## src/rtl/dm_arbiter.sv

```systemverilog
// Round-robin arbiter sharing the single-port data memory between the CPU MEM
// stage and an external load/debug port. Each grant owns DM for MEM_LAT cycles.
module dm_arbiter #(
  parameter int ADDR_W  = 16,
  parameter int DATA_W  = 16,
  parameter int MEM_LAT = 1
) (
  input  logic              clk,
  input  logic              rst,
  input  logic              cpu_req,
  input  logic              cpu_we,
  input  logic [ADDR_W-1:0] cpu_addr,
  input  logic [DATA_W-1:0] cpu_wdata,
  output logic [DATA_W-1:0] cpu_rdata,
  output logic              cpu_ack,
  output logic              cpu_stall,
  input  logic              ext_req,
  input  logic              ext_we,
  input  logic [ADDR_W-1:0] ext_addr,
  input  logic [DATA_W-1:0] ext_wdata,
  output logic [DATA_W-1:0] ext_rdata,
  output logic              ext_ack,
  output logic              dm_re,
  output logic              dm_we,
  output logic [ADDR_W-1:0] dm_addr,
  output logic [DATA_W-1:0] dm_wdata,
  input  logic [DATA_W-1:0] dm_rdata
);

  typedef enum logic {Idle, Access} state_t;

  localparam logic [2:0] CntInit = 3'(MEM_LAT - 1);

  state_t     state;
  logic       lastGrant;  // 0 = CPU, 1 = EXT
  logic       owner;
  logic       weLatch;
  logic [2:0] cnt;

  logic cpuElig;
  logic extElig;
  logic grantAny;
  logic grantExt;
  logic grantWe;

  assign cpu_stall = cpu_req & ~cpu_ack;

  // A requester in its ack cycle is not eligible, so it cannot be re-granted
  // on the stale request it is still holding.
  assign cpuElig  = cpu_req & ~cpu_ack;
  assign extElig  = ext_req & ~ext_ack;
  assign grantAny = cpuElig | extElig;
  assign grantExt = extElig & (~cpuElig | ~lastGrant);
  assign grantWe  = grantExt ? ext_we : cpu_we;

  always_ff @(posedge clk or posedge rst) begin
    if (rst) begin
      state     <= Idle;
      lastGrant <= 1'b1;
      owner     <= 1'b0;
      weLatch   <= 1'b0;
      cnt       <= 3'd0;
      cpu_ack   <= 1'b0;
      ext_ack   <= 1'b0;
      cpu_rdata <= '0;
      ext_rdata <= '0;
      dm_re     <= 1'b0;
      dm_we     <= 1'b0;
      dm_addr   <= '0;
      dm_wdata  <= '0;
    end else begin
      cpu_ack <= 1'b0;
      ext_ack <= 1'b0;
      unique case (state)
        Idle: begin
          if (grantAny) begin
            owner     <= grantExt;
            lastGrant <= grantExt;
            weLatch   <= grantWe;
            dm_addr   <= grantExt ? ext_addr : cpu_addr;
            dm_wdata  <= grantExt ? ext_wdata : cpu_wdata;
            dm_we     <= grantWe;
            dm_re     <= ~grantWe;
            cnt       <= CntInit;
            state     <= Access;
          end
        end
        Access: begin
          if (cnt != 3'd0) begin
            cnt <= cnt - 3'd1;
          end else begin
            if (!weLatch) begin
              if (owner) ext_rdata <= dm_rdata;
              else       cpu_rdata <= dm_rdata;
            end
            if (owner) ext_ack <= 1'b1;
            else       cpu_ack <= 1'b1;
            dm_re <= 1'b0;
            dm_we <= 1'b0;
            state <= Idle;
          end
        end
        default: state <= Idle;
      endcase
    end
  end

endmodule

```

## config.mk

```make
export PLATFORM = sky130hd
export DESIGN_NAME = dm_arbiter
export DESIGN_NICKNAME = d
export VERILOG_FILES = /design/src/rtl/dm_arbiter.sv
export SDC_FILE = /design/constraint.sdc
export NUM_CORES = 1
export LEC_CHECK = 0
export CAP_MARGIN = 15
export CORE_MARGIN = 5
export CORE_UTILIZATION = 37
export CTS_BUF_LIST = sky130_fd_sc_hd__clkbuf_16
export CTS_CLUSTER_SIZE = 24
export DETAILED_ROUTE_END_ITERATION = 16
export GPL_TIMING_DRIVEN = 0
export PLACE_DENSITY = 0.88
export RECOVER_POWER = 100
export SLEW_MARGIN = 20
export SYNTH_ARGS = -nofsm -noshare
export SYNTH_HDL_FRONTEND = slang
export SYNTH_SLANG_ARGS = --single-unit
export TNS_END_PERCENT = 100
```

## constraint.sdc

```tcl
create_clock -name clk -period 2.2 [get_ports clk]
set_clock_uncertainty 0.05 [all_clocks]
set_input_delay 0.44 -clock clk [delete_from_list [all_inputs] [get_ports clk]]
set_output_delay 0.44 -clock clk [all_outputs]
set_load 0.1 [all_outputs]
```

# --- Word-level counts from Yosys, hierarchy flattened ---
# Index checks and enable logic that the tools add are counted.
totals:
  reg_bits: 75
  latchBits: 0
  ram_bits: 0
  rom_bits: 0
  input_bits: 86
  out_inout_bits: 69
  word_cells: 57
  mem_count: 0
classes:
  add_sub_neg: 1
  mul: 0
  div: 0
  order_cmp: 0
  eq_ne: 3
  n_shift: 0
  muxes: 20
  bitwise: 14
  n_reduce_logical: 6
ops:
  columns: ["op", "n"]
  rows:
  - ["$mux 16", 2]
  - ["$mux 1", 12]
  - ["$not 1->1", 9]
  - ["$reduce_and 4->1", 2]
  - ["$mux 3", 2]
  - ["$pmux 1 s2", 3]
  - ["$pmux 3 s2", 1]
  - ["$reduce_and 2->1", 3]
  - ["$ne 2x2->1 const B", 2]
  - ["$and 1x1->1", 3]
  - ["$reduce_bool 3->1", 1]
  - ["$sub 3x1->3 const B", 1]
  - ["$ne 2x1->1 const B", 1]
  - ["$or 1x1->1", 2]

# --- Depth between registers and ports, before layout ---
logic_depth:
  depth_word: 9
  ltp_mapped: 7
  ltp_nobuf: 6

# --- Worst setup path before layout ---
# OpenSTA, ideal clock, no wires.
synth_path:
  path_type: "reg2reg"
  startpoint: "reg cpu_ack"
  endpoint: "reg dm_addr[4]"
  setup_time_ns: 0.078
  arrival_time_ns: 2.489
  required_ns: 2.072
  setup_slack_ns: -0.417
  stages_incl_launch_ff: 7
  n_path_buf: 1
  period_less_slack_ns: 2.617
  path_cell_list: "dfrtp_1 > nand2b_1 > inv_1 > a21oi_1 > clkbuf_1 > a21oi_1 > a21oi_1"
synth_via:
  elab_chain_cells: 6
  elab_cells_between_ends: 8
  cone_classes: "1 x mux; 6 x bitwise; 1 x reduce/logical"
synth_lines:
  columns: ["element", "line", "source"]
  rows:
  - ["start, declared", "15", "output logic cpu_ack,"]
  - ["start signal, assigned", "63", "cpu_ack <= 1'b0;"]
  - ["start signal, assigned", "72", "cpu_ack <= 1'b0;"]
  - ["start signal, assigned", "97", "else cpu_ack <= 1'b1;"]
  - ["$not 1->1 *", null, null]
  - ["$and 1x1->1 *", null, null]
  - ["named net cpu_stall", "16", "output logic cpu_stall,"]
  - ["$not 1->1", "53", "assign grantExt = extElig & (~cpuElig | ~lastGrant);"]
  - ["$or 1x1->1", "53", null]
  - ["$and 1x1->1", "53", null]
  - ["$mux 16", "80", "dm_addr <= grantExt ? ext_addr : cpu_addr;"]
  - ["end signal, assigned", "80", null]
  - ["end, declared", "25", "output logic [ADDR_W-1:0] dm_addr,"]
# Mark *: on every way through the listed nets, which the timed path passes. The rest lies on a longest branch.
# A chain may end at the register's enable or synchronous reset.

# --- Worst setup path after layout ---
layout_path:
  startpoint: "in cpu_req"
  endpoint: "out cpu_stall"
layout_via:
  elab_chain_cells: 1
layout_lines:
  columns: ["element", "line", "source"]
  rows:
  - ["start, declared", "10", "input logic cpu_req,"]
  - ["$and 1x1->1", "46", "assign cpu_stall = cpu_req & ~cpu_ack;"]
  - ["end, declared", "16", null]
# Every way passes these cells.

==> impl_table.tex <==
\begin{tabular}{lr}
\hline
Metric & Value \\
\hline
\multicolumn{2}{l}{\textbf{Outcome}} \\
Result of the run & completed \\
\multicolumn{2}{l}{\textbf{Clock tree}} \\
H-tree depth & 3 \\
Later-pin clock latency in the skew report & approximately 0.32 ns \\
Cell chosen for the clock root & sky130\_fd\_sc\_hd\_\_clkbuf\_16 \\
CTS clock-pin slew for the worst setup and hold paths & 0.06 ns \\
Clock buffers created by TritonCTS & 9 \\
Quantity of hold-fixing buffers added after cts & 0 \\
TritonCTS clock tree & built \\
Total number of clock tree sinks & between 70 and 80 \\
Maximum buffer depth of the clock tree & 2 \\
\multicolumn{2}{l}{\textbf{Global route}} \\
Maximum number of pins on one net before global-route repair & 35 \\
Global-route total usage across every layer & 17.6\% \\
Vias in the first global route & $\sim$3,000 \\
Global route overflow & 0 \\
Number of antenna violations at the first check in global routing & 0 \\
First-pass GRT wire length & approximately 14,000 µm \\
\multicolumn{2}{l}{\textbf{Finish}} \\
Layout overhead on the synthesized area & 48.7\% \\
Share of final-layout standard cells stronger than drive strength 1 & a little over an eighth \\
Most common cell after layout, fill and taps aside & sky130\_fd\_sc\_hd\_\_clkdlybuf4s50\_1 \\
Filler Cell Count & approximately 760 \\
Most frequent cells in the layout & sky130\_fd\_sc\_hd\_\_clkdlybuf4s50\_1 (83), sky130\_fd\_sc\_hd\_\_clkbuf\_1 (78), sky130\_fd\_sc\_hd\_\_dfrtp\_1 (73), sky130\_fd\_sc\_hd\_\_a21oi\_1 (67) \\
Number of antenna cells inserted & 0 \\
Count of nets after finishing & 548 \\
Non-filler instance count after layout & 570 \\
\multicolumn{2}{l}{\textbf{Placed design}} \\
IO Port Bufs & between 150 and 200 \\
Cell count after placement & 554 \\
Half-perimeter wire length of the detailed placement result & about 7400 µm \\
RePlAce Congestion & between 0.8 and 0.9 \\
Post-Place Setup Slack & -0.601 ns \\
\multicolumn{2}{l}{\textbf{Routing}} \\
Routed via count divided by cell count & 4.94 \\
First drt pass iteration count & 4 \\
Routed wire length & 9340 µm \\
Post-route antenna net violation count & 0 \\
DR iter-0 viols & 61 \\
Via count of the routed design & about 2,800 \\
DRC violations left & 0 \\
Average wire per cell in the routed design & approximately 16 µm \\
\multicolumn{2}{l}{\textbf{Die}} \\
Area of the placeable core & between 0.008 and 0.009 mm² \\
Die Wd & 103 µm \\
Die extent in y & between 100 and 150 µm \\
Initial Util & 38.2\% \\
Die area & 0.0105 mm² \\
Number of standard-cell rows in the floorplan & 33 \\
I/O pin cnt & 155 \\
\multicolumn{2}{l}{\textbf{Job}} \\
Max-Cap Viols & 0 \\
\multicolumn{2}{l}{\textbf{STA}} \\
Highest attainable clock frequency & 0.466 GHz \\
RSZ-0062 raised after global routing & no \\
Post-route setup TNS & 0 ns \\
Slew at the pin with the worst max-slew slack & 1.22 ns \\
Pins over their slew limit & 0 \\
Crit path setup slack, layout & 0.0559 ns \\
Final number of hold-violating endpoints & 0 \\
Relative slew slack & 19.1\% \\
Final Hold Slack & 0.446 ns \\
Final critical path time including I/O delays and setup & around 2.1 ns \\
\# setup viols final & 0 \\
Final cycle utilization of the critical path & 97.5\% \\
\multicolumn{2}{l}{\textbf{Synth}} \\
Part of the Yosys area used for sequential elements & approximately three fifths \\
Warnings from Yosys & 0 \\
Async set or reset register ratio after synthesis & 100\% \\
Synth Register Bits & 75 \\
Leading register cell type out of synthesis & sky130\_fd\_sc\_hd\_\_dfrtp\_1 \\
Netlist Area Pre-Place & $\sim$0.0032 mm² \\
Syn Nets & 381 \\
Number of different library cells in the post-synthesis netlist & 26 \\
EDFF count, synth & 0 \\
Synthesized area per cell & roughly 11 µm² \\
Post-synthesis cell count & 293 \\
\multicolumn{2}{l}{\textbf{Critical path}} \\
Category of the worst setup path capture point & primary output \\
Reg2reg setup slack & 0.15 ns \\
Maximum net fanout on the critical path & 3 \\
WP data required & 1.71 ns \\
Master of the slowest instance on the critical path & sky130\_fd\_sc\_hd\_\_dlygate4sd3\_1 \\
Crit start category & input port \\
Critical path type & input port to primary output \\
Termination of the worst setup path & cpu\_stall \\
Beginning of the critical path & cpu\_req \\
Worst-case reg-to-reg path depth & 7 \\
Arrival time of the worst setup path & 1.65 ns \\
Cell-by-cell listing of the critical path & dlygate4sd3\_1 > nand2b\_4 > clkinvlp\_4 > buf\_2 \\
Biggest cell delay along the critical path & 0.59 ns \\
Reg2reg end & ext\_rdata[0] \\
Critical R2R Launch & cnt[0] \\
\multicolumn{2}{l}{\textbf{Hold path}} \\
HP Class & flop to flop \\
\hline
\end{tabular}
## synthesized netlist by cell type, drive strengths merged (2+ instances only)
master	number	area, µm²
nor2	36	135
mux2	32	398
a21oi	68	340
inv	6	22.5
nand2	36	135
dfrtp	74	1850
nand2b	2	12.5
nor3	2	15.0
clkbuf	10	37.5
nand3	3	15.0
o21ai	6	30.0
ha	2	25.0
buf	8	62.6
a21o	3	23.8
## registers in the layout, indices dropped and copies added (netlist names), 3 cells and up
name,count
cnt,3
cpu_rdata,16
dm_addr,16
dm_wdata,16
ext_rdata,16
## metrics by stage
| step | cell area, µm² | util (%) |
|---|---|---|
| 2_1_floorplan | 3210 | - |
| 3_3_place_gp | 4880 | 58.8 |
| 3_5_place_dp | 4920 | 59.3 |
| 4_1_cts | 5140 | 61.9 |
| 5_1_grt | 4720 | 56.9 |
| 6_report | 4720 | 56.9 |
## timing repair
action,4_1_cts,5_1_grt
setup endpoints to repair,70,0
endpoints found under the hold margin,0,0
resized for setup,74,0
setup buffers,0,0
## worst min path at each step
stage / depth (start not counted) / startpoint / to / slack (ns)
after CTS: 2 / rst / dm_addr[10] / 0.38
final: 1 / ext_rdata[10] / ext_rdata[10] / 0.45
after global routing: 1 / ext_rdata[8] / ext_rdata[8] / 0.47
after floorplan: 1 / owner / cpu_ack / 0.39
after global placement: 1 / owner / cpu_ack / 0.40
after detailed placement: 1 / owner / cpu_ack / 0.41
## cells by family after synthesis
| family | count (synthesis) | share of synthesized area, % |
|---|---|---|
| adders and majority gates | 2 | 0.788 |
| AOI/OAI and AO/OA | 77 | 12.4 |
| and+or+nand+nor | 82 | 10.9 |
| buffers and inverters | 24 | 3.86 |
| DFF | 75 | 59.2 |
| muxes | 33 | 12.8 |
## critical path, delay by kind of cell
kind	cells	cell delay [ns]
and+or+nand+nor	1	0.09
buffers and inverters	3	1.13
## metal layers
metal	vias to the layer above	part of all wire [%]	global-route usage, %
met1	1347	39	19.7
met4	0	1.2	6.76
met5	-	0	0
met3	8	10	5.89
li1	1334	-	-
met2	125	50	30.9
## layout make-up
cell class,count,area [µm²],share of cell area (%)
buffer,18,86.3,1.83
clock buffer,9,225,4.77
clock inverter,7,78.8,1.67
inverter,6,27.5,0.583
multi-input combinational,194,1170,24.8
sequential,75,1880,39.9
tap,105,131,2.78
timing repair buffer,156,1120,23.7
Power is not shown: default switching activity piles up to over one toggle a cycle in this logic, so the estimate is an artifact.
